$ cat config.mk
export PLATFORM = sky130hd
export DESIGN_NAME = wb_checker_mem
export DESIGN_NICKNAME = d
export VERILOG_FILES = /design/src/rtl/rv_check_pkg.sv /design/src/rtl/wb_checker_mem.sv
export SDC_FILE = /design/constraint.sdc
export NUM_CORES = 1
export LEC_CHECK = 0
export ABC_AREA = 1
export CORE_MARGIN = 10
export CORE_UTILIZATION = 55
export CTS_CLUSTER_DIAMETER = 200
export DETAILED_ROUTE_END_ITERATION = 12
export PLACE_DENSITY = 0.75
export SKIP_CTS_REPAIR_TIMING = 1
export SYNTH_ARGS = -nofsm -noshare
export SYNTH_HDL_FRONTEND = slang
export SYNTH_SLANG_ARGS = --single-unit
$ cat constraint.sdc
create_clock -name clk -period 7.7 [get_ports clk]
set_input_delay 1.54 -clock clk [delete_from_list [all_inputs] [get_ports clk]]
set_output_delay 1.54 -clock clk [all_outputs]
set_load 0.03 [all_outputs]
$ cat src/rtl/rv_check_pkg.sv
// Shared types for the RV32I writeback checker: FSM states, the expected-table
// entry layout and the single-entry compare rule.
package rv_check_pkg;

  localparam int CHK_XLEN    = 32;
  localparam int CHK_RADDR_W = 5;

  typedef enum logic [1:0] {
    IDLE,
    RUN,
    PASS,
    FAIL
  } check_state_t;

  typedef struct packed {
    logic                   write;
    logic [CHK_RADDR_W-1:0] waddr;
    logic [CHK_XLEN-1:0]    wdata;
    logic                   chk_data;
  } exp_entry_t;

  // Destination register is compared even for non-writing entries so that
  // stores and branches still pin down the decoded rd field.
  function automatic logic entry_match(
    input exp_entry_t             e,
    input logic                   write,
    input logic [CHK_RADDR_W-1:0] waddr,
    input logic [CHK_XLEN-1:0]    wdata
  );
    return (write == e.write) && (waddr == e.waddr) &&
           (!e.chk_data || (wdata == e.wdata));
  endfunction

endpackage

$ cat src/rtl/wb_checker_mem.sv
// Expected-retirement table: one synchronous write port, one asynchronous
// read port. Contents deliberately survive reset.
module wb_checker_mem
  import rv_check_pkg::*;
#(
  parameter int DEPTH = 16,
  parameter int IDX_W = $clog2(DEPTH)
) (
  input  logic             clk,
  input  logic             we,
  input  logic [IDX_W-1:0] waddr,
  input  exp_entry_t       wentry,
  input  logic [IDX_W-1:0] raddr,
  output exp_entry_t       rentry
);

  exp_entry_t entries [DEPTH];

  always_ff @(posedge clk) begin
    if (we) begin
      entries[waddr] <= wentry;
    end
  end

  assign rentry = entries[raddr];

endmodule

# Word-level counts from Yosys, hierarchy flattened

Memory sizes are Yosys's and may differ from the RTL's.
Cells that the tools add are included.
W data, S select, Z words.

Register bits: 0
Bits in writable memories: 624
Output and inout bits: 39
Logic and storage cells: 3
Memories kept: 1

Multiplexer cells: 2

Memory list:

| memory  | words | width | rd ports | clocked after memory_dff | wr ports | RTL line             | RTL |
|---|---|---|---|---|---|---|---|
| entries | 16    | 39    | 1        | 0                        | 1        | wb_checker_mem.sv:17 | `exp_entry_t entries [DEPTH];` |

Operators by type and width:

| cell    | count |
|---|---|
| $mux W1 | 2 |

# Logic depth before layout (Yosys ltp)

Depth in word-level cells: 2
Depth in mapped cells: 10
Depth with buffers taken out: 7

# Worst setup path after synthesis

No wires, ideal clock.

Path type: input to output
Start point: in raddr[0]
End point: out rentry[29] (netlist bit)
Data arrival time: 2.507 ns
Data required time: 6.160 ns
Setup slack: 3.653 ns
Cell stages on the path: 8
Path buffers: 3
Cell sequence: buf_4 > buf_4 > buf_2 > nand2_1 > nand3_1 > nand3_1 > nand3_1 > nand2_1

RTL lines:

| item        | RTL line             | RTL |
|---|---|---|
| from (decl) | wb_checker_mem.sv:13 | `input logic [IDX_W-1:0] raddr,` |
| to (decl)   | wb_checker_mem.sv:14 | `output exp_entry_t rentry` |

==> summary.txt <==
Setup path
  – Delay of the slowest critical-path stage: roughly 0.69 ns
  – Crit end category: primary output
  – Arrival time at the worst endpoint: about 4.5 ns
  – CP Launch Type: input pin
  – Setup CP Type: input pin to primary output
  – Req. time, crit path: between 6 and 7 ns
  – Crit-path max FO: 50
  – Critical path's slowest cell: clkdlybuf4s50_1
  – Crit path cell chain: buf_4, clkinv_2, buf_4, nand3_1, nand3_1, nand2_1, clkdlybuf4s50_1

Layout
  – Top flop regs: entries x624
  – Number of flip-flops in the largest register: ~620
  – Area Growth Syn to Fin: 11.7%
  – Nets: approximately 2.6k
  – Share of cells above drive strength 1: 0.0524
  – Most flops, register: entries
  – Layout filler cell count: around 3.6k

Pwr
  – Clock share of power: 0.398
  – Sw frac: 0.223
  – Power Total: approximately 7.2 mW
  – Combinational Power Share: 0.073
  – P_leak: about 13 nW
  – Register share of total power: 0.530
  – Internal: roughly 5.6 mW
  – VDD IR max: around 0.21 mV
  – P_sw: ~1.6 mW
  – Power per cell area: 241 nW/µm²

Synth
  – Yosys reg bits: between 600 and 700
  – Unique masters post-synth: 13
  – Synth top area cells: edfxtp_1 70%, nand2_1 12%, nand3_1 8.8%, inv_1 6.6%, buf_2 1.1%
  – Sequential area share after synthesis: 0.699
  – Mapped Avg Cell Area: between 10 and 15 µm²
  – Synth top area share: 0.699
  – Mapped Nets: between 2k and 3k
  – Yosys warnings: 0
  – Cells after synthesis: 2538
  – Biggest area consumer among synthesized cells: edfxtp_1
  – Netlist Area Pre-Place: between 20000 and 30000 µm²

Timing
  – Min cycle time layout: between 6 and 7 ns
  – Min Hold Slack: between 1.5 and 2 ns
  – Unrepaired setup endpoints after global routing: no
  – Fin. Hold Viols: 0
  – Setup TNS: 0 ns
  – Slew Viols, Final: 0
  – Tcrit/Tclk final: 0.789
  – Slew headroom: 0.326
  – Number of setup violations in the final report: 0
  – Fmax: about 0.16 GHz
  – Tightest Pin Transition: just over 1 ns

Routing
  – Routed WL: 63300 µm
  – Vias/cell: between 5 and 6
  – Antenna-violating nets left: 0
  – Iteration-0 DRC Markers: approximately 2k
  – Wire per inst: 19.5 µm
  – Via count: around 18k
  – 1st-pass router iterations: 5
  – # DRC: 0

Hold path
  – Hold path cells: 1
  – Hold endpoint: entries[5][11]
  – Worst hold start: wentry[11]
  – Hold Crit Class: input pin to register

Global routing
  – First-pass GRT wire length: ~97000 µm
  – Overall global routing resource usage: 0.217
  – Grt ovf: 0
  – Pin count of the biggest net entering global routing: about 190
  – Vias in the first global route: 17.0k
  – Antenna violations before repair: 3

Clock network
  – Root Buffer Master: clkbuf_16
  – CTS clock-pin slew for the worst setup and hold paths: ~0.070 ns
  – CTS sink cnt: around 620
  – CTS tree: done
  – H-tree lvl count: 2
  – Cts bufs inserted: 61
  – Clock Path Buffers: 3

Die
  – Die H: 241 µm
  – Std-Cell Rows: 80
  – Die W: approximately 240 µm
  – Core ar.: 47900 µm²
  – I/O pin count: about 90
  – Starting Density: 0.559
  – Die area: ~58000 µm²

Placed design
  – Port Buf Inserts: 87
  – Detailed Place HPWL: 29600 µm
  – Gpl congestion: about 0.77

Status
  – Status: finished, final reports clean

Job
  – Maxcap violations: 0
[cell type report]
| cell class | instances | area [µm²] | share of cell area |
|---|---|---|---|
| Antenna cell | 1 | 2.50 | 0.0000835 |
| Clock buffer | 69 | 1600 | 0.0534 |
| Clock inverter | 40 | 317 | 0.0106 |
| Inverter | 474 | 1790 | 0.0597 |
| Multi-Input combinational cell | 1312 | 5640 | 0.188 |
| Sequential cell | 624 | 18700 | 0.625 |
| Tap cell | 615 | 769 | 0.0257 |
| Timing Repair Buffer | 115 | 1110 | 0.0372 |
[power groups by stage]
| stage | Sequential (mW) | Clock, mW | Combinational [mW] |
|---|---|---|---|
| 2_1_floorplan | 3.89 | 0 | 0.321 |
| 3_3_place_gp | 3.89 | 0 | 0.510 |
| 3_5_place_dp | 3.90 | 0 | 0.522 |
| 4_1_cts | 3.83 | 2.91 | 0.526 |
| 5_1_grt | 3.83 | 3.05 | 0.574 |
| 6_report | 3.82 | 2.87 | 0.524 |
[Yosys cell counts (all sizes together)]
master    n
buf     111
clkbuf   17
edfxtp  624
inv     474
nand2   824
nand3   469
nand3b    2
nor2     17
[layer usage]
metal | share of wire | vias up | global-route usage
met2 | 0.48 | 797 | 0.351
met3 | 0.089 | 117 | 0.0403
li1 | - | 8286 | -
met5 | 0.00041 | - | 0
met1 | 0.41 | 8505 | 0.294
met4 | 0.024 | 4 | 0.0692
[worst max-delay path by stage]
stage	from	endpoint	slack (ns)	cells past startpoint
floorplan	raddr[0]	rentry[29]	3.65	8
global placement	raddr[2]	rentry[25]	1.74	7
detailed placement	raddr[2]	rentry[3]	1.72	7
CTS	raddr[2]	rentry[20]	1.70	7
global route	raddr[2]	rentry[3]	1.57	7
finish	raddr[2]	rentry[20]	1.63	7
[cells in the final DEF, fill, tap and decap left out]
| master | instances |
|---|---|
| inv_6 | 1 |
| inv_1 | 470 |
| inv_4 | 1 |
| diode_2 | 1 |
| buf_4 | 27 |
| clkinv_2 | 16 |
| buf_8 | 1 |
| nor2_4 | 16 |
| inv_8 | 2 |
| edfxtp_1 | 624 |
| clkbuf_16 | 63 |
| bufinv_16 | 5 |
| inv_2 | 1 |
| nand3b_1 | 2 |
| nor2_1 | 1 |
| nand2_1 | 824 |
| clkdlybuf4s50_1 | 83 |
| clkinv_1 | 17 |
| nand3_1 | 469 |
| buf_2 | 1 |
| buf_12 | 3 |
| clkinvlp_4 | 1 |
| clkbuf_1 | 6 |
[through the flow]
| stage | setup WS [ns] | area (µm²) | cells | util |
|---|---|---|---|---|
| after global placement | 1.74 | 28100 | 3140 | 0.585 |
| after floorplan | 3.65 | 26800 | 2538 | - |
| final | 1.63 | 30000 | 3250 | 0.625 |
| after detailed placement | 1.72 | 28100 | 3140 | 0.585 |
| after global routing | 1.57 | 30000 | 3250 | 0.625 |
| after CTS | 1.70 | 30000 | 3249 | 0.625 |
[cells by family (layout without fill, tap and decap cells)]
family,count (synthesis),in the layout,synth area share
and+or+nand+nor,1312,1312,0.206
DFF,624,624,0.699
buffers and inverters,602,698,0.0956
other,0,1,0
[worst max-delay path: cells and delay by family]
kind / cells / cell delay (ns)
buffers and inverters: 4 / 2.43
and+or+nand+nor: 3 / 0.49
Power figures use the tool's default switching activity.
